<file path="src/rtl/disp_pkg.sv">
// Shared constants for the 7-segment display blocks: default bank geometry,
// the anode "off" level and the code driven while a digit is dark.
package disp_pkg;

   localparam int DEFAULT_NUM_DIGITS = 4;
   localparam int DEFAULT_DIGIT_W    = 4;

   // Common-anode enables are active-low, so an unlit anode is a one
   localparam logic AN_OFF_BIT = 1'b1;

   // Digit code presented to the segment decoder while a digit is blanked
   localparam int BLANK_CODE = 0;

endpackage

</file>
<file path="src/rtl/scan_prescaler.sv">
// Refresh prescaler: counts enabled cycles 0..REFRESH_DIV-1 and flags the
// terminal count as a single-cycle tick. The count holds while disabled so
// scanning resumes exactly where it stopped.
module scan_prescaler #(
   parameter int REFRESH_DIV = 100000
) (
   input  logic clk,
   input  logic rst,
   input  logic enable,
   output logic tick
);

   localparam int CNT_W = (REFRESH_DIV > 1) ? $clog2(REFRESH_DIV) : 1;
   localparam logic [CNT_W-1:0] LAST_COUNT = CNT_W'(REFRESH_DIV - 1);

   logic [CNT_W-1:0] count;

   assign tick = enable && (count == LAST_COUNT);

   // Free-running count while enabled, wrapping on the terminal count
   always_ff @(posedge clk or posedge rst) begin
      if (rst) begin
         count <= '0;
      end else if (enable) begin
         if (count == LAST_COUNT) begin
            count <= '0;
         end else begin
            count <= count + 1'b1;
         end
      end
   end

endmodule

</file>
<file path="src/rtl/digit_scan_mux.sv">
// Time-multiplexed driver for a common-anode 7-segment bank. Scans the digit
// codes one per refresh period, snapshots the inputs at each frame start so a
// frame never mixes old and new values, and applies leading-zero blanking and
// per-digit blinking. All outputs are registered together.
module digit_scan_mux
   import disp_pkg::*;
#(
   parameter int NUM_DIGITS   = DEFAULT_NUM_DIGITS,
   parameter int DIGIT_W      = DEFAULT_DIGIT_W,
   parameter int REFRESH_DIV  = 100000,
   parameter int BLINK_FRAMES = 64,
   localparam int SEL_W       = $clog2(NUM_DIGITS)
) (
   input  logic                          clk,
   input  logic                          rst,
   input  logic                          enable,
   input  logic [NUM_DIGITS*DIGIT_W-1:0] digits_in,
   input  logic                          blank_lz,
   input  logic [NUM_DIGITS-1:0]         blink_mask,
   output logic [NUM_DIGITS-1:0]         AN,
   output logic [SEL_W-1:0]              AN_SEL,
   output logic [DIGIT_W-1:0]            digit_BCD,
   output logic                          frame_done
);

   localparam int BC_W = (BLINK_FRAMES > 1) ? $clog2(BLINK_FRAMES) : 1;
   localparam logic [SEL_W-1:0]      LAST_IDX   = SEL_W'(NUM_DIGITS - 1);
   localparam logic [BC_W-1:0]       LAST_FRAME = BC_W'(BLINK_FRAMES - 1);
   localparam logic [NUM_DIGITS-1:0] AN_ALL_OFF = {NUM_DIGITS{AN_OFF_BIT}};
   localparam logic [DIGIT_W-1:0]    BLANK      = DIGIT_W'(BLANK_CODE);

   logic                          tick;
   logic                          wrap;
   logic [SEL_W-1:0]              idx;
   logic [SEL_W-1:0]              next_idx;
   logic [NUM_DIGITS*DIGIT_W-1:0] snapshot;
   logic [NUM_DIGITS*DIGIT_W-1:0] view;
   logic [DIGIT_W-1:0]            view_digits [NUM_DIGITS];
   logic [NUM_DIGITS-1:0]         nonzero_from;
   logic [BC_W-1:0]               blink_cnt;
   logic [BC_W-1:0]               next_blink_cnt;
   logic                          blink_phase;
   logic                          next_blink_phase;
   logic                          lit;
   logic                          next_lit;
   logic [DIGIT_W-1:0]            next_code;
   logic [NUM_DIGITS-1:0]         next_an;

   scan_prescaler #(
      .REFRESH_DIV (REFRESH_DIV)
   ) u_prescaler (
      .clk    (clk),
      .rst    (rst),
      .enable (enable),
      .tick   (tick)
   );

   // The scan index doubles as the digit-select output
   assign AN_SEL = idx;

   // Next scan position, frame wrap detection and blink frame counting;
   // on a wrap the fresh inputs are viewed directly so digit 0 uses them
   always_comb begin
      wrap             = tick && (idx == LAST_IDX);
      next_idx         = (idx == LAST_IDX) ? '0 : idx + 1'b1;
      view             = wrap ? digits_in : snapshot;
      next_blink_cnt   = blink_cnt;
      next_blink_phase = blink_phase;
      if (wrap) begin
         if (blink_cnt == LAST_FRAME) begin
            next_blink_cnt   = '0;
            next_blink_phase = ~blink_phase;
         end else begin
            next_blink_cnt = blink_cnt + 1'b1;
         end
      end
   end

   // Split the viewed codes into digits and prefix-OR them from the top
   // down, so nonzero_from[i] says some digit at or above i is non-zero
   always_comb begin : lz_scan
      logic acc;
      acc = 1'b0;
      for (int i = 0; i < NUM_DIGITS; i++) begin
         view_digits[i] = view[i*DIGIT_W +: DIGIT_W];
      end
      nonzero_from = '0;
      for (int i = NUM_DIGITS - 1; i >= 0; i--) begin
         acc             = acc | (|view_digits[i]);
         nonzero_from[i] = acc;
      end
   end

   // Decide whether the digit about to be shown is lit, and what it drives
   always_comb begin
      next_lit = 1'b1;
      if (next_blink_phase && blink_mask[next_idx]) begin
         next_lit = 1'b0;
      end
      if (blank_lz && (next_idx != '0) && !nonzero_from[next_idx]) begin
         next_lit = 1'b0;
      end
      next_code = next_lit ? view_digits[next_idx] : BLANK;
      next_an   = next_lit ? ~(NUM_DIGITS'(1) << next_idx) : AN_ALL_OFF;
   end

   // Scan state and registered outputs; a tick updates everything at once,
   // otherwise the anodes follow enable using the stored lit decision
   always_ff @(posedge clk or posedge rst) begin
      if (rst) begin
         idx         <= LAST_IDX;
         snapshot    <= '0;
         blink_cnt   <= '0;
         blink_phase <= 1'b0;
         lit         <= 1'b0;
         AN          <= AN_ALL_OFF;
         digit_BCD   <= BLANK;
         frame_done  <= 1'b0;
      end else begin
         frame_done <= wrap;
         if (tick) begin
            idx         <= next_idx;
            lit         <= next_lit;
            AN          <= next_an;
            digit_BCD   <= next_code;
            blink_cnt   <= next_blink_cnt;
            blink_phase <= next_blink_phase;
            if (wrap) begin
               snapshot <= digits_in;
            end
         end else if (!enable) begin
            AN <= AN_ALL_OFF;
         end else begin
            AN <= lit ? ~(NUM_DIGITS'(1) << idx) : AN_ALL_OFF;
         end
      end
   end

endmodule

</file>
<file path="config.mk">
export PLATFORM = sky130hd
export DESIGN_NAME = digit_scan_mux
export DESIGN_NICKNAME = d
export VERILOG_FILES = /design/src/rtl/disp_pkg.sv /design/src/rtl/scan_prescaler.sv /design/src/rtl/digit_scan_mux.sv
export SDC_FILE = /design/constraint.sdc
export NUM_CORES = 1
export LEC_CHECK = 0
export CELL_PAD_IN_SITES_DETAIL_PLACEMENT = 1
export CELL_PAD_IN_SITES_GLOBAL_PLACEMENT = 1
export CORE_MARGIN = 2
export CORE_UTILIZATION = 30
export DETAILED_ROUTE_END_ITERATION = 12
export PLACE_DENSITY_LB_ADDON = 0.08
export REMOVE_ABC_BUFFERS = 1
export SYNTH_ARGS = -nofsm -noshare
export SYNTH_HDL_FRONTEND = slang
export SYNTH_HIERARCHICAL = 1
export SYNTH_SLANG_ARGS = --single-unit
</file>
<file path="constraint.sdc">
create_clock -name clk -period 8.2 [get_ports clk]
set_input_delay 1.23 -clock clk [delete_from_list [all_inputs] [get_ports clk]]
set_output_delay 1.23 -clock clk [all_outputs]
set_load 0.01 [all_outputs]
</file>
==> flow_summary.yaml <==
run_status:
  status: "finished clean"
yosys:
  synth_cell_types: 52
  synth_cells: 266
  synth_seq_area_share_pct: 49.5
  synth.most_common_cell: "nand2_1"
  synth_ff_type: "dfrtp_1"
  synth_area_leaders: "dfrtp_1, nand2_1, dfstp_2"
  async_flop_share_pct: 100
  synthTopCellsByCount: "nand2_1, dfrtp_1, nor2_1, xnor2_1, nand3_1"
  yosys.area.top_type: "dfrtp_1"
  avgSynthCellArea_um2: 9.94
  ys_warn_count: 6
  synth_edf_count: 0
  ys_ff_latch: 52
  synth_top_area_share_pct: 43.5
  syn-cell-area_um2: 2650
global_route:
  grt_start_max_net_pins: 36
  antenna_found_initial: 0
  grt_overflow: 0
  grt_pass1_wl_um: 11400
  grt_usage_pct: 14.8
  grt_pass1_vias: 2193
pwr:
  netSwitchingFraction_pct: 26.3
  switchingPower_uw: 140
  p_seq_share_pct: 55.6
  p_int_uw: 393
  leakagePower_uw: 0.00139
  powerDensity_nw_per_um2: 167
  peakVddDrop_v: 0.0000802
  pwr-share-comb_pct: 10.6
  clockPowerShare_pct: 33.7
critical_path:
  critPathLaunchType: "input port"
  critPathCaptureType: "flip-flop"
  crit_chain: "clkdlybuf4s50_1 > and3_1 > nand2_1 > nor4_1 > buf_4 > nand2_4 > inv_4 > mux2_4 > nor4_2 > o311ai_1 > a22o_1"
  cp_data_arrival_time_ns: 4.41
  slowest_stage: "clkdlybuf4s50_1"
  startpoint: "enable"
  critical_path_class: "in2reg"
  required_ns: 8.41
  cpLargestDelayFamily: "buffers and inverters"
  crit_path_max_incr_delay_ns: 0.61
  r2r-start: "u_prescaler/count[13]"
  cp.buffers_inverters: 3
  critical_path.max_fanout: 31
route:
  wl_met3_um: 240
  top_layer: "met4"
  dr_total_vias: 2095
  wl_um: 6730
  ant_nets: 0
  first_pass_iters: 4
  viasPerCell: 5.11
  avgRoutedWirePerCell_um: 16.4
  wl_met2_um: 2990
  drt_iter0_markers: 53
  drt-met1-wl_um: 3420
  drcViolationCount: 0
floorplanning:
  initial_core_util_pct: 30.6
  std_cell_rows: 34
  die_w_um: 97.9
  die_h_um: 97.9
  die_area_um2: 9580
  core_area_um2: 8640
  ioPinCount: 35
cts:
  cts_tree: "built"
  post_cts.repair.setup_buffers: 0
  clock_path_buffers: 2
  hold_buffers: 0
  cts_buffers: 5
  cts.sink_count: 52
  clk_latency_ns: 0.31
  root_buffer: "clkbuf_8"
  cts_resized: 0
  htreeDepth: 2
  cts.reportedPaths.clkPinSlew_ns: 0.10
final_layout:
  multi_input_area_um2: 1250
  areaGrowthSynthToFinish_pct: 20.9
  drive_above_1_share_pct: 10.3
  fillCellCount: 988
  fin_nets: 332
  diodes: 0
  register_area_um2: 1310
sta:
  worst-slew-pin-transition_ns: 0.715
  fin_ws_ns: 4.00
  finalSetupViolations: 0
  hold_violations: 0
  post-route-period-util_pct: 51.2
  fin_skew_ns: 0.0106
  final.setup.tns_ns: 0
  max_freq_mhz: 238
  min_period_ns: 4.20
  whs_ns: 0.492
  rsz0062_at_grt: "no"
  maxSlewViolCount: 0
  slew_headroom_pct: 51.6
placement:
  place_congestion: 0.809
  hpwl_um: 4850
  dp_slack_ns: 3.65
  placement.io_buffers: 34
min_path:
  hold_start: "blink_phase"
  hold_class: "reg2reg"
flow_run:
  drv_cap: 0
==> flip-flops by register name, indices dropped and copies added (netlist names) <==
register           cells
lit                    1
AN                     4
frame_done             1
AN_SEL                 2
u_prescaler/count     17
snapshot              16
blink_phase            1
blink_cnt              6
digit_BCD              4
==> layout make-up <==
class / count / area share [%]
Multi-Input combinational cell: 197 / 39.2
Tap cell: 108 / 4.23
Clock inverter: 2 / 1.10
Clock buffer: 6 / 2.27
Sequential cell: 52 / 40.9
Inverter: 9 / 1.14
Timing Repair Buffer: 36 / 11.1
==> kinds of logic after synthesis <==
logic type      count (synthesis)  synth area share [%]
xor+xnor                       18                  5.96
flops                          52                  49.5
simple gates                  127                  24.0
buf+inv                        17                  3.12
compound gates                 39                  10.8
mux                             6                  3.36
fa+ha+maj                       7                  3.31
==> worst paths after layout <==
check | endpoint | slack, ns | cells after the start
max | lit | 4.00 | 11
min | blink_phase | 0.49 | 1
max reg2reg | lit | 4.75 | 9
min reg2reg | blink_phase | 0.49 | 1
max in group asynchronous | u_prescaler/count[10] | 6.43 | 2
min in group asynchronous | u_prescaler/count[0] | 1.34 | 2
==> routing by layer <==
metal,vias to the layer above,GRT usage (%)
li1,1002,-
met1,1037,21.7
met2,50,22.6
met3,6,2.58
met4,0,4.06
met5,-,0
==> through the flow <==
step                      instance area, um^2  cells  power [uW]  util, %
after floorplan                          2600    258         332        -
after global placement                   3090    402         358     35.8
after detailed placement                 3090    402         359     35.8
after CTS                                3200    410         542     37.0
after global routing                     3200    410         564     37.0
final                                    3200    410         533     37.0
==> cells in the final DEF, fill, tap and decap left out, types with 4 or more instances in the layout <==
cell type        Yosys  final
nand2_1             61     61
dfrtp_1             46     46
clkdlybuf4s50_1      0     34
nor2_1              19     19
xnor2_1             13     13
nand3_1             10     10
nor4_1               9      9
inv_1                7      7
ha_1                 7      7
dfstp_2              6      6
a21oi_1              6      6
xor2_1               5      5
nor3_1               5      5
clkbuf_8             0      5
o21ai_0              4      4
nand4_1              4      4
a311oi_1             4      4
==> worst register-to-register path: stages, from the launching register on <==
cell and delay [ns]:
dfrtp_1 0.44, or4b_2 0.74, nor4_1 0.26, buf_4 0.21, nand2_4 0.22, inv_4 0.34
mux2_4 0.35, nor4_2 0.26, o311ai_1 0.26, a22o_1 0.27
==> power groups by stage <==
stage	clock network [uW]	registers, uW	logic, uW
final	180	297	56.7
after CTS	187	297	57.9
after floorplan	0	296	35.6
after global routing	198	300	65.6
after global placement	0	302	56.6
after detailed placement	0	302	57.3
(Power assumes the default switching activity.)
